**src/rtl/mul_int8_seq_ctrl_if.sv**
```systemverilog
// Operand/result handshake bundle for the sequential shift-and-add multiplier.
// master drives operands and result acceptance; slave is the multiplier.
interface mul_int8_seq_ctrl_if #(
    parameter int WIDTH = 8
);
    logic             in_valid;
    logic             in_ready;
    logic [WIDTH-1:0] a;
    logic [WIDTH-1:0] b;
    logic             out_valid;
    logic             out_ready;
    logic [WIDTH-1:0] p;
    logic             busy;

    modport master (
        output in_valid, a, b, out_ready,
        input  in_ready, out_valid, p, busy
    );

    modport slave (
        input  in_valid, a, b, out_ready,
        output in_ready, out_valid, p, busy
    );
endinterface

```
**src/rtl/mul_int8_seq_ctrl.sv**
```systemverilog
// Iterative shift-and-add multiplier: one partial product per clock, WIDTH cycles
// per operation, producing the lower WIDTH bits of a*b.
module mul_int8_seq_ctrl #(
    parameter int WIDTH = 8
) (
    input  logic                  clk,
    input  logic                  rst_n,
    mul_int8_seq_ctrl_if.slave    bus
);
    localparam int CW = $clog2(WIDTH + 1);
    localparam logic [CW-1:0] LAST = CW'(WIDTH - 1);

    typedef enum logic [1:0] {
        IDLE = 2'd0,
        RUN  = 2'd1,
        DONE = 2'd2
    } state_t;

    state_t           state_reg;
    logic [WIDTH-1:0] mcand_reg;
    logic [WIDTH-1:0] mplier_reg;
    logic [WIDTH-1:0] acc_reg;
    logic [CW-1:0]    cnt_reg;
    logic             accept;

    // Popping a finished result frees the controller in the same cycle.
    assign bus.in_ready  = (state_reg == IDLE) | ((state_reg == DONE) & bus.out_ready);
    assign accept        = bus.in_valid & bus.in_ready;
    assign bus.out_valid = (state_reg == DONE);
    assign bus.busy      = (state_reg == RUN);
    assign bus.p         = acc_reg;

    always_ff @(posedge clk or negedge rst_n) begin
        if (!rst_n) begin
            state_reg  <= IDLE;
            mcand_reg  <= '0;
            mplier_reg <= '0;
            acc_reg    <= '0;
            cnt_reg    <= '0;
        end else begin
            case (state_reg)
                IDLE, DONE: begin
                    if (accept) begin
                        mcand_reg  <= bus.a;
                        mplier_reg <= bus.b;
                        acc_reg    <= '0;
                        cnt_reg    <= '0;
                        state_reg  <= RUN;
                    end else if (state_reg == DONE && bus.out_ready) begin
                        state_reg <= IDLE;
                    end
                end
                RUN: begin
                    // Carry out of the top bit is dropped: result is mod 2^WIDTH.
                    if (mplier_reg[0]) begin
                        acc_reg <= acc_reg + mcand_reg;
                    end
                    mcand_reg  <= mcand_reg << 1;
                    mplier_reg <= mplier_reg >> 1;
                    cnt_reg    <= cnt_reg + 1'b1;
                    if (cnt_reg == LAST) begin
                        state_reg <= DONE;
                    end
                end
                default: state_reg <= IDLE;
            endcase
        end
    end
endmodule

```
**src/flat_wrapper.sv**
```systemverilog
// flat-port wrapper written by rule: the top's interface ports become plain ports
module mul_int8_seq_ctrl_flat 
#(
    parameter int WIDTH = 8
)
  (clk, rst_n, bus_in_valid, bus_a, bus_b, bus_out_ready, bus_in_ready, bus_out_valid, bus_p, bus_busy);
  mul_int8_seq_ctrl_if #(.WIDTH(WIDTH)) bus_i ();
  input  logic clk;
  input  logic rst_n;
  input wire logic [$bits(bus_i.in_valid)-1:0] bus_in_valid;
  input wire logic [$bits(bus_i.a)-1:0] bus_a;
  input wire logic [$bits(bus_i.b)-1:0] bus_b;
  input wire logic [$bits(bus_i.out_ready)-1:0] bus_out_ready;
  output wire logic [$bits(bus_i.in_ready)-1:0] bus_in_ready;
  output wire logic [$bits(bus_i.out_valid)-1:0] bus_out_valid;
  output wire logic [$bits(bus_i.p)-1:0] bus_p;
  output wire logic [$bits(bus_i.busy)-1:0] bus_busy;
  assign bus_i.in_valid = bus_in_valid;
  assign bus_i.a = bus_a;
  assign bus_i.b = bus_b;
  assign bus_i.out_ready = bus_out_ready;
  assign bus_in_ready = bus_i.in_ready;
  assign bus_out_valid = bus_i.out_valid;
  assign bus_p = bus_i.p;
  assign bus_busy = bus_i.busy;
  mul_int8_seq_ctrl #(.WIDTH(WIDTH)) u_core (.clk(clk), .rst_n(rst_n), .bus(bus_i));
endmodule
```
**config.mk**
```make
export PLATFORM = sky130hd
export DESIGN_NAME = mul_int8_seq_ctrl_flat
export DESIGN_NICKNAME = d
export VERILOG_FILES = /design/src/rtl/mul_int8_seq_ctrl_if.sv /design/src/rtl/mul_int8_seq_ctrl.sv /design/src/flat_wrapper.sv
export SDC_FILE = /design/constraint.sdc
export NUM_CORES = 1
export LEC_CHECK = 0
export BUFFER_PORTS_ARGS = -buffer_cell sky130_fd_sc_hd__buf_2
export CAP_MARGIN = 25
export CORE_ASPECT_RATIO = 1.25
export CORE_MARGIN = 2
export CORE_UTILIZATION = 51
export CTS_BUF_LIST = sky130_fd_sc_hd__clkbuf_8
export DETAILED_ROUTE_END_ITERATION = 8
export PLACE_DENSITY_LB_ADDON = 0.08
export SKIP_CTS_REPAIR_TIMING = 1
export SKIP_LAST_GASP = 1
export SYNTH_ARGS = -nofsm -noshare
export SYNTH_HDL_FRONTEND = slang
export SYNTH_SLANG_ARGS = --single-unit
```
**constraint.sdc**
```tcl
create_clock -name clk -period 2 [get_ports clk]
set_clock_uncertainty 0.2 [all_clocks]
set_input_delay 0.6 -clock clk [delete_from_list [all_inputs] [get_ports clk]]
set_output_delay 0.6 -clock clk [all_outputs]
set_load 0.1 [all_outputs]
```
==> results by group <==
Run status
  – Status: finished, violations left
  – Failing checks: setup timing

Clock tree
  – CTS Root Cell: clkbuf_8
  – Total CTS buffers: 5
  – Worst-Skew Late Latency: 280 ps
  – H-tree depth: 2
  – Clock tree buffer depth: 2
  – TritonCTS clock tree: done
  – Clk slew on worst S/H paths: 60 ps
  – Sink Count: 30

Route
  – DR vias/cell: 5.500
  – DR vias: 1375
  – Total Wirelength: 3.563 mm
  – First-pass iteration count of the detailed router: 4
  – Post-route DRC: 0
  – Final ANT Viol Nets: 0
  – DRT iter0 DRCs: 30
  – Drt wl/cell: 14.25 µm

Floorplan
  – Die height: 67.24 µm
  – Core area: 3000 µm²
  – IO Pins: 31
  – Total Die Area: 3670 µm²
  – Initial Util: 54.38%
  – Row Count: 22
  – Die W: 54.59 µm

Power
  – P_int: 1.859 mW
  – Switch Pwr: 1.676 mW
  – Power Total: 3.535 mW
  – Static Leakage: 1.073 nW
  – Seq pwr share: 30.5%
  – Sw Share: 47.41%
  – Combinational share of power: 56.6%
  – Clock power share: 12.9%
  – Peak VDD IR: 0.001522 V
  – Power Dens Cells: 1596 nW/µm²

Final layout
  – # diodes: 0
  – Commonest non-fill, non-tap cells in the layout: nand2_1, buf_2, dfrtp_1, mux2i_1, o21ai_1
  – Fin util: 73.85%
  – Final Instance Area: 2216 µm²
  – Share of layout cells above drive strength 1: 35.98%
  – Commonest non-fill, non-tap cell in the layout: nand2_1
  – Number of nets in the layout: 243
  – P&R area growth vs syn: 35.81%

Placed design
  – DPL Wire Length: 2.723 mm
  – Cell Area, Placed: 2101 µm²
  – IO buf count: 30
  – Final RePlAce weighted congestion: 0.7473

STA
  – Tmin final: 2074 ps
  – Setup TNS: -91.35 ps
  – Slew headroom: 67.78%
  – Min setup slack post-route: -73.82 ps
  – Unrepaired setup endpoints after global routing: true
  – Fin crit share: 103.7%
  – Measured slew at the worst slew-check pin: 486.6 ps
  – Setup violations, final: 2
  – Max Clk Rate: 482.2 MHz
  – Final slew viol count: 0
  – Final hold vios: 0

Synthesis
  – Synth area leader: dfrtp_1
  – Async SR Flop Fraction: 100.0%
  – Yosys top cell area share: 46.01%
  – Synth Cell Area: 1632 µm²
  – Post-Syn Instances: 169
  – Synth Flop Type: dfrtp_1
  – Ys Warns: 0
  – Area contributors post-synth: dfrtp_1, mux2i_1, nand2_1
  – Distinct cells, synth: 31
  – Syn avg cell area: 9.654 µm²
  – Post-synthesis register bit count: 30
  – Synth Net Count: 198
  – EDFF count, synth: 0
  – Sequential share of the synthesized area: 46.01%

Critical path
  – Critical Path Sink Type: flop
  – Worst EP arrival: 2040 ps
  – WS Path Type: flop to flop
  – CP Max Fanout: 3
  – Critical Path Source Type: flop
  – WP data required: 1970 ps

GRT
  – Largest net degree at the start of global routing: 33
  – Vias in the first global route: 1469
  – Total track usage: 23.85%
  – First-pass GRT wire length: 6.237 mm
  – GRT Residual Overflow: 0
  – Initial antenna violation count: 0

Min path
  – Hold crit path type: flop to flop

Run
  – Max Cap Viol: 0
## final timing paths
check	depth (start not counted)	from	slack (ps)	endpoint
worst max-delay path	7	u_core.bus.p[0]$_DFFE_PN0P_	-70	u_core.bus.p[6]$_DFFE_PN0P_
worst min-delay path	1	u_core.bus.p[7]$_DFFE_PN0P_	280	u_core.bus.p[7]$_DFFE_PN0P_
worst max register to register	7	u_core.bus.p[0]$_DFFE_PN0P_	-70	u_core.bus.p[6]$_DFFE_PN0P_
worst min register to register	1	u_core.bus.p[7]$_DFFE_PN0P_	280	u_core.bus.p[7]$_DFFE_PN0P_
max in group asynchronous	3	rst_n	550	u_core.mplier_reg[0]$_DFFE_PN0P_
min in group asynchronous	2	rst_n	510	u_core.bus.p[3]$_DFFE_PN0P_
## metrics by stage
step                setup slack, ps  std cells  hold WS (ps)
floorplan                    -154.0        169         104.4
global route                 -134.9        250         332.6
finish                       -73.82        250         284.4
global placement              32.72        240         256.6
CTS                          -78.68        247        -17.95
detailed placement           -69.58        240         276.3
## Yosys cell counts (2+ instances only)
cell type  count
xnor2_1        2
buf_2          2
ha_1           8
nor2_1         2
nor2b_1        4
o21ai_1        2
mux2i_1       16
o21ai_0       22
nand2_1       30
a21o_1         3
a21oi_1        6
xor2_1         2
dfrtp_1       30
clkbuf_1       5
a211oi_1       2
nand3_1       14
nand2b_1       5
## area by class of cell
type,count,area (µm²)
clock buffer,5,68.82
clock inverter,2,10.01
fill,220,784.5
inverter,1,8.758
multi-input combinational,130,942.2
sequential,30,777.0
tap,36,45.04
timing repair buffer,46,364.1
## per-layer routing
| metal | wire [µm] | track usage, % | vias to the layer above |
|---|---|---|---|
| met2 | 1941 | 41.37 | 35 |
| met3 | 112 | 3.982 | 5 |
| met1 | 1455 | 27.69 | 653 |
| li1 | - | - | 682 |
| met4 | 54 | 11.25 | 0 |
| met5 | 0 | 0 | - |
## cell families (layout without fill, tap and decap cells)
| group | Yosys count | after routing | synth area share (%) |
|---|---|---|---|
| mux | 16 | 16 | 9.816 |
| simple gates | 61 | 61 | 17.79 |
| xor+xnor | 4 | 4 | 2.148 |
| flops | 30 | 30 | 46.01 |
| compound gates | 40 | 40 | 13.88 |
| buf+inv | 9 | 54 | 2.991 |
| fa+ha+maj | 9 | 9 | 7.362 |
## power groups by stage
stage | Sequential (mW) | Clock, mW | Combinational [mW]
CTS | 1.08 | 0.466 | 1.97
global placement | 1.07 | 0 | 1.91
global route | 1.11 | 0.496 | 2.18
finish | 1.08 | 0.455 | 2.00
detailed placement | 1.09 | 0 | 1.97
floorplan | 1.44 | 0 | 1.09
## worst max-delay path, stage by stage (launching register included)
cell and delay (ps):
dfrtp_4 480, ha_4 180, fa_2 350, a21o_1 190, a21o_1 180, a21oi_2 170, or4b_1 140, nand3_1 60
No activity file was read; power rests on OpenSTA's default activity.
